===== src/rtl/bird_motion.sv =====
// Vertical motion stage for the bird: integrates gravity and flap impulses on each
// rising edge of the frame enable and clamps the height between ceiling and floor.
module bird_motion #(
  parameter int Y_START  = 240,
  parameter int Y_MIN    = 0,
  parameter int Y_MAX    = 460,
  parameter int GRAVITY  = 1,
  parameter int FLAP_VEL = -6,
  parameter int VMAX     = 8
) (
  input  logic       clk,
  input  logic       reset,
  input  logic       enable,
  input  logic [1:0] state,
  input  logic       flap,
  output logic [9:0] bird_y,
  output logic [5:0] velocity,
  output logic       at_floor,
  output logic       at_ceiling
);

  localparam logic signed [11:0] Y_MIN_S  = 12'(Y_MIN);
  localparam logic signed [11:0] Y_MAX_S  = 12'(Y_MAX);
  localparam logic signed [6:0]  VMAX_S   = 7'(VMAX);
  localparam logic signed [6:0]  GRAV_S   = 7'(GRAVITY);
  localparam logic signed [5:0]  FLAP_S   = 6'(FLAP_VEL);

  logic              enable_q;
  logic              flap_q;
  logic              pending;

  logic              tick;
  logic              flap_rise;
  logic              is_play;
  logic              is_over;
  logic              is_idle;
  logic signed [6:0] v_inc;
  logic signed [5:0] v_new;
  logic signed [11:0] sum;
  logic              pend_next;
  logic [9:0]        y_next;
  logic [5:0]        v_next;

  // Next-state computation: edge detect, velocity selection, clamped position.
  always_comb begin
    tick      = enable & ~enable_q;
    flap_rise = flap & ~flap_q;
    is_play   = (state == 2'd1);
    is_over   = (state == 2'd2);
    is_idle   = ~is_play & ~is_over;
    v_inc     = 7'({velocity[5], velocity}) + GRAV_S;
    v_new     = (v_inc > VMAX_S) ? VMAX_S[5:0] : v_inc[5:0];
    pend_next = 1'b0;
    y_next    = bird_y;
    v_next    = velocity;

    // Flaps only count while playing; the tick consumes any pending one.
    if (is_play) begin
      if (pending || flap_rise) v_new = FLAP_S;
      pend_next = tick ? 1'b0 : (pending | flap_rise);
    end

    sum = $signed({2'b00, bird_y}) + 12'(v_new);

    if (is_idle) begin
      y_next = 10'(Y_START);
      v_next = 6'd0;
    end else if (tick) begin
      if (sum < Y_MIN_S) begin
        y_next = 10'(Y_MIN);
        v_next = 6'd0;
      end else if (sum > Y_MAX_S) begin
        y_next = 10'(Y_MAX);
        v_next = 6'd0;
      end else begin
        y_next = sum[9:0];
        v_next = v_new;
      end
    end
  end

  // Edge-detector history resets high so a level held through reset is not an event.
  always_ff @(posedge clk or negedge reset) begin
    if (!reset) begin
      enable_q <= 1'b1;
      flap_q   <= 1'b1;
      pending  <= 1'b0;
      bird_y   <= 10'(Y_START);
      velocity <= 6'd0;
    end else begin
      enable_q <= enable;
      flap_q   <= flap;
      pending  <= pend_next;
      bird_y   <= y_next;
      velocity <= v_next;
    end
  end

  assign at_floor   = (bird_y == 10'(Y_MAX));
  assign at_ceiling = (bird_y == 10'(Y_MIN));

endmodule


===== config.mk =====
export PLATFORM = sky130hd
export DESIGN_NAME = bird_motion
export DESIGN_NICKNAME = d
export VERILOG_FILES = /design/src/rtl/bird_motion.sv
export SDC_FILE = /design/constraint.sdc
export NUM_CORES = 1
export LEC_CHECK = 0
export ABC_AREA = 1
export BUFFER_PORTS_ARGS = -buffer_cell sky130_fd_sc_hd__buf_2
export CORE_ASPECT_RATIO = 1.75
export CORE_MARGIN = 2
export CORE_UTILIZATION = 52
export DETAILED_ROUTE_END_ITERATION = 16
export GPL_TIMING_DRIVEN = 0
export PLACE_DENSITY = 0.76
export SETUP_SLACK_MARGIN = 0.15
export SYNTH_ARGS = -nofsm -noshare
export SYNTH_HDL_FRONTEND = slang
export SYNTH_SLANG_ARGS = --single-unit

===== constraint.sdc =====
create_clock -name clk -period 2.94 [get_ports clk]
set_clock_uncertainty 0.1 [all_clocks]
set_input_delay 0.147 -clock clk [delete_from_list [all_inputs] [get_ports clk]]
set_output_delay 0.147 -clock clk [all_outputs]
set_load 0.005 [all_outputs]

==> results.yml <==
grt:
  grt_overflow: 0
  antenna_found_initial: 0
  grt_pass1_vias: 1884
  grt_max_degree: 20
  grt_use_total_pct: 27.0
  grt_pass1_wl_um: 8230
cells_and_area:
  multi_input_area_um2: 1460
  nNetsFinal: 349
  syn2layout_area_growth_pct: 36.6
  drive_above_1_share_pct: 34.3
  final_area_um2: 2480
  diodes: 0
  seq_area_um2: 484
  fillerInstances: 255
  finalNonFillerCells: 372
critical_path:
  critPathLaunchType: "register"
  path_max_fanout: 7
  cp_common_cell: "nand2_4"
  cp_slowest_cell: "fa_2"
  cp.arrival_ps: 3310
  critPathCaptureType: "register"
  reg2reg_slack_ps: -270
  slowest_delay_ps: 470
  crit_type: "register to register"
  required_ps: 3040
  cp_cell_sequence: "ha_4 -> nand2_4 -> inv_4 -> nand2_4 -> nand2_4 -> nand2_4 -> o21ai_4 -> nand3_4 -> nor2_4 -> ha_4 -> fa_2 -> nor2_4 -> nor2_2 -> nand3_1 -> nand2_1 -> inv_1 -> nand2_2 -> nand3_4 -> nand2_8 -> nor2_8 -> nand2_2 -> nand2_1"
floorplan:
  core_um2: 3360
  rows: 28
  die_area_um2: 4000
  initial_utilization_pct: 54.0
  die_w_um: 48.7
  die_h_um: 82.2
  ioPinCount: 24
timing:
  setup_viol: 15
  finalCriticalPeriod_ps: 3210
  worst_slew_pin_slew_ps: 513
  rsz0062_at_grt: "true"
  drv_slew: 0
  finalSetupTns_ps: -3190
  fin_crit_sh_pct: 109
  max_freq_ghz: 0.311
  hold_viol: 0
  fin_ws_ps: -272
  maxSlewHeadroom_pct: 65.8
status:
  status: "complete, but fails checks"
  failed_checks: "negative setup slack"
routing:
  drt-pass1-iter-count: 4
  drc_errors: 0
  vias: 2038
  routed_via_density: 5.48
  drt_wl_total_um: 5720
  wl_per_cell_um: 15.4
  drtAntennaViolNets: 0
  dr.first_iter.drc_count: 75
synth:
  yosys.area.top_type: "nand2_1"
  seq_area_frac_synth_pct: 26.6
  ys.flop_type: "dfrtp_1"
  synth_cell_types: 29
  synth_area_um2: 1820
  async_reset_ff_share_pct: 100
  yosys_warnings: 0
  netlist.area_leader.share_pct: 22.1
  synth.area.top_cells: "nand2_1, dfrtp_1, ha_1, dfstp_2, inv_1"
  synth.top_cells.by_count: "nand2_1, inv_1, nor2_1"
  synth_most_common_cell: "nand2_1"
  synth_fp_nets: 304
  synth_area_per_cell_um2: 6.42
  ys_ff_latch: 19
  synth_edf_count: 0
  syn_inst: 283
power_and_ir_drop:
  p_per_area_nw_per_um2: 380
  power.total_uw: 941
  peakVddDrop_mv: 0.193
  p_leak_nw: 1.36
clocking:
  htree_levels: 1
  root_buffer: "clkbuf_8"
  cts_max_path_buffers: 2
  cts_sinks: 19
  cts_buffers: 3
  insertion_delay_ps: 260
  cts_tree: "done"
  clkTransAtPathRegs_ps: 70
hold_path:
  min_path_type: "input pin to register"
placement:
  port_buffers: 23
  place.gp.congestion: 0.888
  dp_hpwl_um: 3640
  place_area_um2: 2000
  dpl.cell_count: 351
job:
  maxCapViolCount: 0
[layer usage]
layer,global-route usage (%),part of all wire [%],up-vias
met5,0,0,-
met4,19.1,6.8,0
met3,1.08,2.6,36
met2,54.8,56,76
met1,25.6,34,945
li1,-,-,981
[stage by stage]
step | worst slack [ps] | util, % | hold WS (ps)
after global placement | -225 | 59.5 | 1.86
final | -272 | 73.7 | 244
after detailed placement | -341 | 59.5 | 4.44
after floorplan | 57.2 | - | -249
after global routing | -442 | 73.7 | 296
after CTS | -18.8 | 69.2 | 242
[worst max-delay path: cells and delay by family, from the launching register on]
family / cells / cell delay, ps
and+or+nand+nor: 16 / 1420
buffers and inverters: 2 / 150
adders and majority gates: 3 / 800
DFF: 1 / 420
AOI/OAI and AO/OA: 1 / 230
[cell type report]
class / instances / share of cell area, %
Inverter: 44 / 6.76
Sequential cell: 19 / 19.5
Clock buffer: 3 / 1.66
Timing Repair Buffer: 40 / 10.4
Multi-Input combinational cell: 219 / 59.0
Clock inverter: 1 / 0.202
Buffer: 1 / 0.151
Tap cell: 45 / 2.27
[path summary, 6_finish.rpt]
| kind | startpoint | end | cells after the start |
|---|---|---|---|
| hold reg to reg | bird_y[6]$_DFFE_PN1P_ | bird_y[6]$_DFFE_PN1P_ | 2 |
| hold / removal | state[0] | bird_y[4]$_DFFE_PN1P_ | 4 |
| setup reg to reg | velocity[1]$_DFFE_PN0P_ | velocity[3]$_DFFE_PN0P_ | 22 |
| max in group asynchronous | reset | bird_y[7]$_DFFE_PN1P_ | 2 |
| min in group asynchronous | reset | velocity[1]$_DFFE_PN0P_ | 2 |
| setup / recovery | velocity[1]$_DFFE_PN0P_ | velocity[3]$_DFFE_PN0P_ | 22 |
[report_power, final]
| group | switching (mW) | internal [mW] |
|---|---|---|
| combinational | 0.260 | 0.172 |
| sequential | 0.0332 | 0.290 |
| clock | 0.0918 | 0.0945 |
[placed cells by master (no fill, tap or decap), types with 2 or more instances in the layout]
cell type      count
nand2_1           92
inv_1             39
buf_2             23
nor2_1            19
nand2_2           17
nand3_1           16
dfrtp_1           12
buf_4             12
nand2_4            9
a21oi_1            7
ha_1               7
ha_4               6
dfstp_2            6
nand3b_1           5
nand3_4            4
nor2_2             4
nor2_4             4
nand3_2            4
inv_2              3
o21ai_4            3
a21oi_2            3
nand4_1            3
clkbuf_8           3
dlygate4sd3_1      3
nor4_1             2
nor3_1             2
buf_6              2
[logic make-up (layout without fill, tap and decap cells)]
group           count (synthesis)  after routing  synth area share, %
flops                          19             19                 26.6
compound gates                 17             17                 5.17
simple gates                  186            186                 47.7
xor+xnor                        1              1                0.483
fa+ha+maj                      15             15                 10.8
buf+inv                        45             89                 9.30
[flip-flops by register name, indices dropped and copies added, names as in the netlist]
name and cells:
bird_y 10, velocity 6, enable_q 1, flap_q 1, pending 1
[what timing repair did]
item / CTS / global route
hold buffers: 3 / 0
hold endpoints to repair: 15 / 0
buffers inserted: 10 / 4
setup endpoints to repair: 15 / 15
gates resized for setup: 37 / 27
pin swaps: 12 / 19
No activity file was read; power rests on OpenSTA's default activity.
